[config.mk]
export PLATFORM = sky130hd
export DESIGN_NAME = uart_rx
export DESIGN_NICKNAME = d
export VERILOG_FILES = /design/src/rtl/uart_rx.sv
export SDC_FILE = /design/constraint.sdc
export NUM_CORES = 1
export LEC_CHECK = 0
export ABC_CLOCK_PERIOD_IN_PS = 5300
export CAP_MARGIN = 15
export CELL_PAD_IN_SITES_DETAIL_PLACEMENT = 1
export CELL_PAD_IN_SITES_GLOBAL_PLACEMENT = 1
export CORE_ASPECT_RATIO = 0.9
export CORE_MARGIN = 10
export CORE_UTILIZATION = 48
export CTS_CLUSTER_SIZE = 24
export DETAILED_ROUTE_END_ITERATION = 6
export PLACE_DENSITY_LB_ADDON = 0.12
export SLEW_MARGIN = 15
export SYNTH_ARGS = -nofsm -noshare
export SYNTH_HDL_FRONTEND = slang
export SYNTH_SLANG_ARGS = --single-unit
[constraint.sdc]
create_clock -name i_Clock -period 5.3 [get_ports i_Clock]
set_clock_uncertainty 0.1 [all_clocks]
set_input_delay 0.53 -clock i_Clock [delete_from_list [all_inputs] [get_ports i_Clock]]
set_output_delay 0.53 -clock i_Clock [all_outputs]
set_load 0.03 [all_outputs]
[src/rtl/uart_rx.sv]
// uart_rx: 8N1 UART receiver with a fixed clocks-per-bit ratio and framing-error detection.
// Ports: i_Clock/i_Reset (sync, active-high), i_RX_Serial (async line, idles high),
//        o_RX_DV (1-cycle byte strobe), o_RX_Byte (last good byte), o_RX_Active (frame in progress),
//        o_RX_Frame_Err (1-cycle strobe when the stop bit is sampled low).
module uart_rx #(
  parameter int CLKS_PER_BIT = 217
) (
  input  logic       i_Clock,
  input  logic       i_Reset,
  input  logic       i_RX_Serial,
  output logic       o_RX_DV,
  output logic [7:0] o_RX_Byte,
  output logic       o_RX_Active,
  output logic       o_RX_Frame_Err
);
  localparam logic [15:0] H = 16'((CLKS_PER_BIT - 1) / 2);
  localparam logic [15:0] LAST = 16'(CLKS_PER_BIT - 1);
  typedef enum logic [2:0] {IDLE, START, DATA, STOP, CLEANUP, WAIT_HIGH} state_t;
  state_t state, state_n;
  logic [1:0] sync;
  logic [15:0] cnt, cnt_n;
  logic [2:0] idx, idx_n;
  logic [7:0] shift, shift_n, byte_n;
  logic dv_n, active_n, ferr_n;
  logic rx_s;
  assign rx_s = sync[1];
  always_ff @(posedge i_Clock) begin
    if (i_Reset) begin
      state          <= IDLE;
      sync           <= 2'b11;
      cnt            <= '0;
      idx            <= '0;
      shift          <= '0;
      o_RX_Byte      <= '0;
      o_RX_DV        <= 1'b0;
      o_RX_Active    <= 1'b0;
      o_RX_Frame_Err <= 1'b0;
    end else begin
      state          <= state_n;
      sync           <= {sync[0], i_RX_Serial};
      cnt            <= cnt_n;
      idx            <= idx_n;
      shift          <= shift_n;
      o_RX_Byte      <= byte_n;
      o_RX_DV        <= dv_n;
      o_RX_Active    <= active_n;
      o_RX_Frame_Err <= ferr_n;
    end
  end
  always_comb begin
    state_n  = state;
    cnt_n    = cnt;
    idx_n    = idx;
    shift_n  = shift;
    byte_n   = o_RX_Byte;
    dv_n     = 1'b0;
    ferr_n   = 1'b0;
    active_n = o_RX_Active;
    case (state)
      IDLE: begin
        cnt_n   = '0;
        idx_n   = '0;
        state_n = rx_s ? IDLE : START;
      end
      START: begin
        cnt_n = cnt + 16'd1;
        if (cnt == H) begin
          // line still low at mid start bit: real start; otherwise a glitch
          cnt_n    = '0;
          state_n  = rx_s ? IDLE : DATA;
          active_n = !rx_s;
        end
      end
      DATA: begin
        cnt_n = cnt + 16'd1;
        if (cnt == LAST) begin
          cnt_n          = '0;
          shift_n[idx]   = rx_s;
          idx_n          = idx + 3'd1;
          state_n        = (idx == 3'd7) ? STOP : DATA;
        end
      end
      STOP: begin
        cnt_n = cnt + 16'd1;
        if (cnt == LAST) begin
          cnt_n    = '0;
          active_n = 1'b0;
          byte_n   = rx_s ? shift : o_RX_Byte;
          dv_n     = rx_s;
          ferr_n   = !rx_s;
          state_n  = rx_s ? CLEANUP : WAIT_HIGH;
        end
      end
      CLEANUP: state_n = IDLE;
      // a held-low (break) line must not be mistaken for a new start bit
      WAIT_HIGH: state_n = rx_s ? IDLE : WAIT_HIGH;
      default: state_n = IDLE;
    endcase
  end
endmodule

==> impl_metrics.json <==
{
  "status": "finished, final reports clean",
  "synthTopCellsByArea": "dfxtp_1 43%, mux2i_1 8.4%, nor2_1 6.3%, ha_1 2.5%, and2_1 2.2%",
  "cp-end-kind": "register",
  "clock.fmax_mhz": 338,
  "fin_tns_setup_ps": 0,
  "crit_chain": "or4b_1 -> or4_1 -> a2bb2oi_4 -> nor2_1 -> a221o_1",
  "layout_min_cycle_time_ps": 2960,
  "hold_depth": 1,
  "synth.largest_area_cell": "dfxtp_1",
  "finalCritPeriodShare": 0.558,
  "drive_above_1_share": 0.0655,
  "netlist_area_mm2": 0.00202,
  "num_rows": 22,
  "totalPowerFinal_uw": 661,
  "placed_cell_area_mm2": 0.00216,
  "grt_use_met3": 0.0435,
  "fillers": 461,
  "peakVddDrop_mv": 0.214,
  "gr-usage-all-layers": 0.156,
  "postCtsSetupBuffers": 0,
  "ys_seq_area_frac": 0.426,
  "grt_util_met2": 0.255,
  "slowest_delay_ps": 710,
  "hold_path.class": "reg2reg",
  "vias": 1701,
  "r2r_cells": 5,
  "crit_fanout": 14,
  "synthFlopType": "dfxtp_1",
  "hold_viol_final": 0,
  "cp_top_family": "simple AND/OR/NAND/NOR gates",
  "first_pass_iters": 4,
  "die-area_mm2": 0.00721,
  "async_reset_ff_frac": 0,
  "cts.clk_slew.worst_paths_ps": 90,
  "post_drt_wl_per_cell_um": 18.9,
  "syn-num-nets": 225,
  "crit_slowest_cell": "or4_1",
  "synth-seq-cells": 43,
  "routed_wl_um": 5250,
  "cp.arrival_ps": 3050,
  "critPathRequiredTime_ps": 5390,
  "cts-root-buf": "clkbuf_8",
  "hold_buffers": 0,
  "ys_types": 46,
  "grt-busiest-layer": "met2",
  "r2r_end": "cnt[12]$_SDFFE_PP0P_",
  "fin_area_mm2": 0.00228,
  "setup_viol": 0,
  "cts_made_buffers": 5,
  "rrSetupSlack_ps": 2340,
  "insertion_delay_ps": 300,
  "p_leak_uw": 0.000824,
  "vias_per_cell": 6.14,
  "tritoncts": "built",
  "synth_top_area_share": 0.426,
  "initial_core_util": 0.496,
  "path_buf_inv": 0,
  "layout.nets": 235,
  "hpwl_um": 3590,
  "yosys_warnings": 0,
  "maxSlewViolCount": 0,
  "antenna_left": 0,
  "path_class": "reg2reg",
  "portBuffers": 13,
  "avgSynthCellArea_um2": 9.26,
  "h-tree-depth": 2,
  "antenna-diode-count": 0,
  "grt_max_degree": 41,
  "relSlewSlack": 0.504,
  "die_h_um": 81.5,
  "cts_max_path_buffers": 2,
  "start_kind": "register",
  "maxCapViolations": 0,
  "grt_antenna_before_repair": 0,
  "use_met1": 0.199,
  "grt_pass1_wl_um": 8940,
  "gp_congestion": 0.821,
  "core_mm2": 0.00407,
  "grt_pass1_vias": 1815,
  "r2r-start": "cnt[6]$_SDFFE_PP0P_",
  "rsz0062_at_grt": "no",
  "overflow": 0,
  "die_w_um": 88.4,
  "cts_sinks": 43,
  "worst_slew_pin_slew_ps": 738,
  "drc": 0,
  "synth_edf_count": 0,
  "cts_resized": 0,
  "syn_inst": 218,
  "pin_count": 14,
  "powerDensity_mw_per_mm2": 290,
  "area_delta_synth_final_pct": 12.9,
  "hp-start": "sync[0]$_SDFF_PP1_",
  "drtIter0Drc": 125,
  "min_to": "sync[1]$_SDFF_PP1_"
}
==> synth_stat cells, types with 2 or more instances <==
| cell | n |
|---|---|
| a211oi_1 | 2 |
| a21oi_1 | 6 |
| a221o_1 | 3 |
| a22o_1 | 3 |
| a22oi_1 | 2 |
| a311o_1 | 2 |
| and2_1 | 7 |
| and3_1 | 2 |
| and4_1 | 2 |
| buf_2 | 3 |
| clkbuf_1 | 7 |
| dfxtp_1 | 43 |
| ha_1 | 4 |
| inv_1 | 5 |
| mux2i_1 | 17 |
| nand2_1 | 9 |
| nand2b_1 | 2 |
| nand3_1 | 8 |
| nand4_1 | 6 |
| nand4b_1 | 2 |
| nor2_1 | 34 |
| nor2b_1 | 2 |
| nor3_1 | 8 |
| nor3b_1 | 3 |
| nor4_1 | 5 |
| nor4b_1 | 3 |
| nor4bb_1 | 2 |
| o31ai_1 | 2 |
| or2_2 | 2 |
| or4bb_1 | 2 |
| xnor2_1 | 3 |
| xor2_1 | 3 |
==> final cells by class <==
class,count,area [µm²],area share
clock buffers,5,68.8,0.0302
clock inverters,3,47.5,0.0208
inverters,5,18.8,0.00823
multi-input cells,159,1090,0.477
flip-flops and latches,43,861,0.377
well taps,48,60.1,0.0263
repair buffers,14,138,0.0603
==> per-layer routing <==
layer / vias up / wire length (µm)
li1: 812 / -
met1: 865 / 2440
met2: 19 / 2550
met3: 5 / 208
met4: 0 / 45
met5: - / 0
==> worst max path at each step <==
stage,start,slack [ps],cells after the start,endpoint
floorplan,cnt[9]$_SDFFE_PP0P_,2870,7,cnt[4]$_SDFFE_PP0P_
global placement,cnt[6]$_SDFFE_PP0P_,2460,5,cnt[14]$_SDFFE_PP0P_
detailed placement,cnt[9]$_SDFFE_PP0P_,2380,5,cnt[12]$_SDFFE_PP0P_
CTS,cnt[6]$_SDFFE_PP0P_,2350,5,cnt[3]$_SDFFE_PP0P_
global route,cnt[6]$_SDFFE_PP0P_,2210,5,cnt[13]$_SDFFE_PP0P_
finish,cnt[6]$_SDFFE_PP0P_,2340,5,cnt[12]$_SDFFE_PP0P_
==> power breakdown <==
part / internal, µW / total, µW / switching (µW)
Sequential: 328 / 337 / 8.32
Combinational: 18.8 / 58.2 / 39.4
Clock: 143 / 266 / 123
==> layout by cell type, fill, tap and decap left out, drive strengths merged, types with 2 or more instances in the layout <==
| master | netlist | final |
|---|---|---|
| nand2 | 9 | 9 |
| and3 | 2 | 2 |
| xor2 | 3 | 3 |
| and4 | 2 | 2 |
| o31ai | 2 | 2 |
| or4bb | 2 | 2 |
| or2 | 2 | 2 |
| a311o | 2 | 2 |
| nor4 | 6 | 6 |
| a221o | 3 | 3 |
| mux2i | 17 | 17 |
| nand4b | 2 | 2 |
| a22o | 3 | 3 |
| nor2 | 34 | 34 |
| nor4b | 3 | 3 |
| clkbuf | 7 | 5 |
| nand2b | 2 | 2 |
| xnor2 | 3 | 3 |
| inv | 5 | 6 |
| nor3 | 8 | 8 |
| and2 | 7 | 7 |
| a22oi | 2 | 2 |
| dfxtp | 43 | 43 |
| ha | 4 | 4 |
| a21oi | 6 | 6 |
| nand3 | 8 | 8 |
| or4 | 2 | 2 |
| nor2b | 2 | 2 |
| nand4 | 6 | 6 |
| clkdlybuf4s50 | 0 | 13 |
| nor4bb | 2 | 2 |
| nor3b | 3 | 3 |
| a211oi | 2 | 2 |
==> state kept, by name (all words and copies together) (netlist names) <==
signal / count
o_RX_Byte: 8
cnt: 16
idx: 3
shift: 8
sync: 2
o_RX_Active: 1
state: 3
o_RX_DV: 1
o_RX_Frame_Err: 1
==> logic make-up after synthesis <==
logic type	synth area share
AOI/OAI and AO/OA	0.110
xor gates and xnor gates	0.0260
adders and majority gates	0.0248
buffers and inverters	0.0353
DFF	0.426
muxes	0.0843
and+or+nand+nor	0.293
==> stage by stage <==
stage,hold slack [ps],setup WS (ps),cells,utilization
after global placement,297,2460,269,0.531
after floorplan,289,2870,218,-
final,318,2340,277,0.560
after global routing,341,2210,277,0.560
after detailed placement,303,2380,269,0.531
after CTS,321,2350,277,0.560
(Power assumes the default switching activity.)
